File: src/rtl/minpool_frame_io_if.sv
// rtl/minpool_frame_io_if.sv - serial pixel/pooled streams and parallel pooler bus of minpool_frame_io
interface minpool_frame_io_if #(
  parameter int DATA_WIDTH = 8
);
  logic                     s_valid;
  logic                     s_ready;
  logic [DATA_WIDTH-1:0]    s_data;
  logic                     s_last;
  logic [64*DATA_WIDTH-1:0] fm_flat;
  logic                     fm_valid;
  logic [36*DATA_WIDTH-1:0] pm_flat;
  logic                     m_valid;
  logic                     m_ready;
  logic [DATA_WIDTH-1:0]    m_data;
  logic                     m_last;
  logic                     busy;
  logic                     err;

  modport master (
    output s_valid, s_data, s_last, pm_flat, m_ready,
    input  s_ready, fm_flat, fm_valid, m_valid, m_data, m_last, busy, err
  );

  modport slave (
    input  s_valid, s_data, s_last, pm_flat, m_ready,
    output s_ready, fm_flat, fm_valid, m_valid, m_data, m_last, busy, err
  );
endinterface

File: src/rtl/minpool_frame_io.sv
// rtl/minpool_frame_io.sv - serial 8x8 frame in, serial 6x6 pooled result out around the parallel min-pooler
// Optional s_last framing check: MINPOOL_FRAME_IO_LAST_CHECK_EN
module minpool_frame_io #(
  parameter int DATA_WIDTH = 8,
  parameter int POOL_LAT   = 1
) (
  input logic               clk,
  input logic               rst,
  minpool_frame_io_if.slave bus
);
  typedef enum logic [1:0] {LOAD, WAIT, CAPTURE, SEND} state_t;

  localparam logic [3:0] LAT_INIT = 4'(POOL_LAT);

  state_t                state, state_nxt;
  logic [5:0]            wr_idx;
  logic [5:0]            rd_idx;
  logic [3:0]            lat_cnt;
  logic [DATA_WIDTH-1:0] fbuf [64];
  logic [DATA_WIDTH-1:0] obuf [36];
  logic                  err_q;

  logic s_ready_c, fm_valid_c, m_valid_c, m_last_c;
  logic in_fire, out_fire, bad_beat, frame_done;
  logic [64*DATA_WIDTH-1:0] fm_flat_c;

`ifdef MINPOOL_FRAME_IO_LAST_CHECK_EN
  assign bad_beat = bus.s_last != (wr_idx == 6'd63);
`else
  logic s_last_unused;
  assign s_last_unused = bus.s_last;
  assign bad_beat      = 1'b0;
`endif

  assign in_fire    = bus.s_valid && s_ready_c;
  assign out_fire   = m_valid_c && bus.m_ready;
  assign frame_done = in_fire && !bad_beat && (wr_idx == 6'd63);

  always_ff @(posedge clk or posedge rst) begin
    if (rst) state <= LOAD;
    else     state <= state_nxt;
  end

  always_comb begin
    state_nxt = state;
    case (state)
      LOAD:    if (frame_done) state_nxt = WAIT;
      WAIT:    if (lat_cnt == 4'd1) state_nxt = CAPTURE;
      CAPTURE: state_nxt = SEND;
      SEND:    if (out_fire && rd_idx == 6'd35) state_nxt = LOAD;
      default: state_nxt = LOAD;
    endcase
  end

  always_comb begin
    s_ready_c  = (state == LOAD);
    fm_valid_c = (state == WAIT) || (state == CAPTURE);
    m_valid_c  = (state == SEND);
    m_last_c   = (state == SEND) && (rd_idx == 6'd35);
  end

  // A rejected beat restarts framing but leaves already-written pixels in place.
  always_ff @(posedge clk or posedge rst) begin
    if (rst) begin
      wr_idx  <= '0;
      rd_idx  <= '0;
      lat_cnt <= '0;
      err_q   <= 1'b0;
      for (int i = 0; i < 64; i++) fbuf[i] <= '0;
      for (int e = 0; e < 36; e++) obuf[e] <= '0;
    end else begin
      if (in_fire) begin
        if (bad_beat) begin
          wr_idx <= '0;
          err_q  <= 1'b1;
        end else begin
          fbuf[wr_idx] <= bus.s_data;
          wr_idx       <= wr_idx + 6'd1;
          if (wr_idx == 6'd63) lat_cnt <= LAT_INIT;
        end
      end
      if (state == WAIT) lat_cnt <= lat_cnt - 4'd1;
      if (state == CAPTURE) begin
        for (int e = 0; e < 36; e++) obuf[e] <= bus.pm_flat[e*DATA_WIDTH +: DATA_WIDTH];
        rd_idx <= '0;
      end
      if (out_fire) rd_idx <= (rd_idx == 6'd35) ? 6'd0 : rd_idx + 6'd1;
    end
  end

  always_comb begin
    fm_flat_c = '0;
    for (int i = 0; i < 64; i++) fm_flat_c[i*DATA_WIDTH +: DATA_WIDTH] = fbuf[i];
  end

  assign bus.fm_flat  = fm_flat_c;
  assign bus.s_ready  = s_ready_c;
  assign bus.fm_valid = fm_valid_c;
  assign bus.m_valid  = m_valid_c;
  assign bus.m_last   = m_last_c;
  assign bus.m_data   = m_valid_c ? obuf[rd_idx] : '0;
  assign bus.busy     = (state != LOAD) || (wr_idx != 6'd0);
  assign bus.err      = err_q;
endmodule

File: src/flat_wrapper.sv
// flat-port wrapper written by rule: the top's interface ports become plain ports
module minpool_frame_io_flat 
#(
  parameter int DATA_WIDTH = 8,
  parameter int POOL_LAT   = 1
)
  (clk, rst, bus_s_valid, bus_s_data, bus_s_last, bus_pm_flat, bus_m_ready, bus_s_ready, bus_fm_flat, bus_fm_valid, bus_m_valid, bus_m_data, bus_m_last, bus_busy, bus_err);
  minpool_frame_io_if #(.DATA_WIDTH(DATA_WIDTH)) bus_i ();
  input logic clk;
  input logic rst;
  input wire logic [$bits(bus_i.s_valid)-1:0] bus_s_valid;
  input wire logic [$bits(bus_i.s_data)-1:0] bus_s_data;
  input wire logic [$bits(bus_i.s_last)-1:0] bus_s_last;
  input wire logic [$bits(bus_i.pm_flat)-1:0] bus_pm_flat;
  input wire logic [$bits(bus_i.m_ready)-1:0] bus_m_ready;
  output wire logic [$bits(bus_i.s_ready)-1:0] bus_s_ready;
  output wire logic [$bits(bus_i.fm_flat)-1:0] bus_fm_flat;
  output wire logic [$bits(bus_i.fm_valid)-1:0] bus_fm_valid;
  output wire logic [$bits(bus_i.m_valid)-1:0] bus_m_valid;
  output wire logic [$bits(bus_i.m_data)-1:0] bus_m_data;
  output wire logic [$bits(bus_i.m_last)-1:0] bus_m_last;
  output wire logic [$bits(bus_i.busy)-1:0] bus_busy;
  output wire logic [$bits(bus_i.err)-1:0] bus_err;
  assign bus_i.s_valid = bus_s_valid;
  assign bus_i.s_data = bus_s_data;
  assign bus_i.s_last = bus_s_last;
  assign bus_i.pm_flat = bus_pm_flat;
  assign bus_i.m_ready = bus_m_ready;
  assign bus_s_ready = bus_i.s_ready;
  assign bus_fm_flat = bus_i.fm_flat;
  assign bus_fm_valid = bus_i.fm_valid;
  assign bus_m_valid = bus_i.m_valid;
  assign bus_m_data = bus_i.m_data;
  assign bus_m_last = bus_i.m_last;
  assign bus_busy = bus_i.busy;
  assign bus_err = bus_i.err;
  minpool_frame_io #(.DATA_WIDTH(DATA_WIDTH), .POOL_LAT(POOL_LAT)) u_core (.clk(clk), .rst(rst), .bus(bus_i));
endmodule
File: config.mk
export PLATFORM = sky130hd
export DESIGN_NAME = minpool_frame_io_flat
export DESIGN_NICKNAME = d
export VERILOG_FILES = /design/src/rtl/minpool_frame_io_if.sv /design/src/rtl/minpool_frame_io.sv /design/src/flat_wrapper.sv
export SDC_FILE = /design/constraint.sdc
export NUM_CORES = 2
export LEC_CHECK = 0
export ABC_CLOCK_PERIOD_IN_PS = 27300
export CORE_AREA = 4 4 315 317
export CTS_CLUSTER_DIAMETER = 30
export DETAILED_ROUTE_END_ITERATION = 10
export DIE_AREA = 0 0 319 321
export GPL_TIMING_DRIVEN = 0
export PLACE_DENSITY = 0.73
export SLEW_MARGIN = 30
export SYNTH_ARGS = -nofsm -noshare
export SYNTH_HDL_FRONTEND = slang
export SYNTH_SLANG_ARGS = --single-unit
File: constraint.sdc
create_clock -name clk -period 27.3 [get_ports clk]
set_clock_uncertainty 0.05 [all_clocks]
set_input_delay 5.46 -clock clk [delete_from_list [all_inputs] [get_ports clk]]
set_output_delay 5.46 -clock clk [all_outputs]
set_load 0.1 [all_outputs]
==> results.toml <==
[status]
status = "finished clean"

[timing]
max_slew_margin = 0.290
fin_hold_ws_ns = 0.435
timing.final.hold_violations = 0
setup_viol = 0
timing.final.max_slew_violations = 0
final_min_period_over_clock_period = 0.359
worst_slew_pin_slew_ns = 1.06
setup_tns_ns = 0
rsz0062_at_grt = "no"
maxClockFrequency_mhz = 102
period_minus_slack_ns = 9.80

[pwr]
clock_power_share = 0.431
p_int_mw = 3.44
p_sw_frac = 0.300
ir_worst_vdd_mv = 0.0669
seq_power_share = 0.326
share_comb_of_total_power = 0.243
power_density_nw_per_um2 = 99.4
power_leakage_nw = 22.3
net-switching-power_mw = 1.47

[worst_setup_path]
endpoint_type_of_the_worst_setup_path = "output port"
worst-setup-path-type = "register to output port"
crit_path_max_fanout = 10
cp_required_ns = 21.79
worstPathArrival_ns = 4.29
timing.critical_path.from_type = "register"

[grt]
first_global_vias = 24736
overflow = 0
grt_antenna_before_repair = 27
grt_pass1_wl_um = 174000
met1_usage = 0.253
pin_count_of_the_biggest_net_entering_global_routing = 31
groute.layer.met3.usage = 0.0754
gr-usage-met2 = 0.414
global_route.usage.total = 0.233
most_heavily_used_metal_layer_in_global_routing = "met2"

[job]
drv.max_cap_violation_count = 0

[clocking]
clock_tree_from_tritoncts = "yes"
cts.root.buffer_cell = "sky130_fd_sc_hd__clkbuf_16"
cts_num_sinks = 818
numCtsBuffers = 171
cts_repair_resize_count = 0
cts-hold-fix-buffers = 0
cts.clk_slew.worst_paths_ns = 0.04
clock_latency_ns = 0.74
cts_max_level = 4
clockBufferDepth = 3
number_of_post_cts_setup_repair_buffers = 0

[floorplan]
fp-row-count = 114
io_pins = 827
die-width_um = 319
dieHeight_um = 321
initial_utilization = 0.346
fp.dieArea_sq_um = 102000
core-area_sq_um = 96300

[finish]
fin_nets = 3420
fraction_of_layout_instances_using_a_drive_strength_above_1 = 0.424
area_delta_synth_final_pct = 48.4

[synth]
ys_seq_elements = 818
synth-async-reset-ratio = 1.00
number_of_flops_mapped_to_enable_cells_by_yosys = 0
yosys_warnings = 0
synthesis.instances = 2083
mappedNetlistArea_sq_um = 33300
yosysUniqueCellTypes = 52
syn-mean-instance-area_sq_um = 16.0
mappedNetlistNets = 2394
dominantRegCellSynth = "sky130_fd_sc_hd__dfrtp_1"
synth-seq-area-share = 0.614

[detailed_routing]
detailedRoute.firstPassIterationCount = 5
route.detailed.vias_per_inst = 5.07
drt_drc_violations_left = 0
route.detailed.wl_per_inst_um = 26.9
via_count = 22951
drt-total-wl_um = 122000
dr.first_iter.drc_count = 1174
final_antenna_net_count = 0

[hold_path]
holdCritPathClass = "register to register"

[place]
portBuffers = 816
place_congestion = 0.881
detailed_place_hpwl_um = 93000
worst max-delay path: stages (launching register included):
cell and delay (ns):
sky130_fd_sc_hd__dfrtp_1 0.34, sky130_fd_sc_hd__buf_2 0.26, sky130_fd_sc_hd__buf_2 0.38, sky130_fd_sc_hd__clkbuf_1 0.82, sky130_fd_sc_hd__mux4_2 0.55, sky130_fd_sc_hd__a22oi_1 0.23, sky130_fd_sc_hd__nand3_1 0.21, sky130_fd_sc_hd__a32o_1 0.41
sky130_fd_sc_hd__buf_2 0.34
logic make-up (layout without fill, tap and decap cells):
group	Yosys count	after routing	share of synthesized area
buffers and inverters	140	1299	0.0190
multiplexers	893	893	0.321
AO/OA/AOI/OAI	69	69	0.0165
XOR/XNOR	5	5	0.00131
AND/OR/NAND/NOR	147	147	0.0244
adder cells (fa/ha/maj)	10	10	0.00375
other	1	14	0.000113
flip-flops	818	818	0.614
power by group through the flow:
stage,sequential (mW),combinational (mW),clock [mW]
after floorplan,1.66,0.770,0
after global placement,1.61,1.17,0
after detailed placement,1.62,1.20,0
after CTS,1.60,1.20,2.15
after global routing,1.62,1.25,2.22
final,1.60,1.19,2.12
layer usage:
layer | share of wire | vias up
li1 | - | 9687
met1 | 0.36 | 12029
met2 | 0.51 | 976
met3 | 0.079 | 241
met4 | 0.043 | 18
met5 | 0.0011 | -
synth_stat cells (all sizes together) (2+ instances only):
library cell,instances,area [sq um]
o221ai,9,78.8
o21ai,10,50.1
or3b,2,17.5
and3,6,37.5
inv,11,41.3
a32o,7,70.1
a21oi,5,25.0
mux2i,20,200
clkbuf,95,357
nor3b,2,15.0
ha,10,125
mux4,56,1290
and3b,4,35.0
nand3,12,65.1
nor2b,5,31.3
nand3b,3,22.5
nor3,2,10.0
mux2,817,9200
a22oi,7,52.6
buf,34,235
a211oi,3,22.5
nor2,59,342
and2,4,25.0
dfrtp,818,20500
a221oi,7,67.6
nand2,42,163
a22o,10,87.6
or3,2,12.5
xnor2,4,35.0
a211o,7,61.3
metrics by stage:
stage	worst slack [ns]	instances	instance area (sq um)	power [mW]	utilization
3_5_place_dp	17.91	4212	43500	2.81	0.452
2_1_floorplan	10.56	2083	33300	2.43	-
5_1_grt	17.50	4525	49500	5.10	0.514
4_1_cts	17.08	4518	49500	4.95	0.514
6_report	17.50	4531	49500	4.92	0.514
3_3_place_gp	5.18	4175	43100	2.78	0.448
cell type report:
| type | instances | area, sq um |
|---|---|---|
| fill | 7991 | 46800 |
| sequential | 818 | 20500 |
| multi-input combinational | 1125 | 12200 |
| timing repair buffer | 853 | 8510 |
| clock buffer | 215 | 4660 |
| tap | 1276 | 1600 |
| clock inverter | 91 | 1320 |
| buffer | 129 | 611 |
| inverter | 11 | 45.0 |
| antenna | 13 | 32.5 |
final timing paths:
path                                                from                             endpoint  slack, ns  depth (start not counted)
min in group asynchronous                            rst         u_core.obuf[253]$_DFFE_PP0P_       5.01                          2
hold reg to reg            u_core.lat_cnt[3]$_DFFE_PP0P_        u_core.lat_cnt[3]$_DFFE_PP0P_       0.43                          1
setup reg to reg             u_core.state[0]$_DFFE_PP0P_  u_core.bus.fm_flat[367]$_DFFE_PP0P_      23.96                          6
hold / removal             u_core.lat_cnt[3]$_DFFE_PP0P_        u_core.lat_cnt[3]$_DFFE_PP0P_       0.43                          1
setup / recovery            u_core.rd_idx[1]$_DFFE_PP0P_                        bus_m_data[7]      17.50                          8
max in group asynchronous                            rst  u_core.bus.fm_flat[447]$_DFFE_PP0P_      20.20                         10
placed cells by master, fill, tap and decap left out, types with 6 or more instances in the layout:
cell type,netlist,layout
sky130_fd_sc_hd__inv_1,11,10
sky130_fd_sc_hd__nor2_1,11,11
sky130_fd_sc_hd__buf_12,2,28
sky130_fd_sc_hd__buf_2,9,113
sky130_fd_sc_hd__clkbuf_16,0,171
sky130_fd_sc_hd__o221ai_1,9,9
sky130_fd_sc_hd__nor2_2,48,48
sky130_fd_sc_hd__clkbuf_8,0,22
sky130_fd_sc_hd__ha_1,10,10
sky130_fd_sc_hd__nand3_1,11,11
sky130_fd_sc_hd__a221oi_1,6,6
sky130_fd_sc_hd__clkbuf_2,0,8
sky130_fd_sc_hd__buf_16,0,11
sky130_fd_sc_hd__a211o_1,7,7
sky130_fd_sc_hd__a22oi_1,7,7
sky130_fd_sc_hd__bufinv_16,0,23
sky130_fd_sc_hd__buf_6,6,6
sky130_fd_sc_hd__a22o_1,10,10
sky130_fd_sc_hd__inv_6,0,6
sky130_fd_sc_hd__a32o_1,7,7
sky130_fd_sc_hd__clkbuf_1,95,109
sky130_fd_sc_hd__mux2i_1,20,20
sky130_fd_sc_hd__mux4_1,7,7
sky130_fd_sc_hd__mux4_2,49,49
sky130_fd_sc_hd__clkinv_4,0,12
sky130_fd_sc_hd__buf_1,14,7
sky130_fd_sc_hd__o21ai_0,10,10
sky130_fd_sc_hd__nand2_1,40,40
sky130_fd_sc_hd__clkinv_2,0,26
sky130_fd_sc_hd__diode_2,0,13
sky130_fd_sc_hd__dfrtp_1,818,818
sky130_fd_sc_hd__mux2_2,814,814
sky130_fd_sc_hd__and3_1,6,6
sky130_fd_sc_hd__clkinvlp_4,0,13
sky130_fd_sc_hd__clkdlybuf4s50_1,0,719
registers in the layout (all words and copies together), names as in the netlist:
| signal | count |
|---|---|
| u_core.bus.fm_flat | 512 |
| u_core.lat_cnt | 4 |
| u_core.rd_idx | 6 |
| u_core.wr_idx | 6 |
| u_core.state | 2 |
| u_core.obuf | 288 |
No activity file was read; power rests on OpenSTA's default activity.
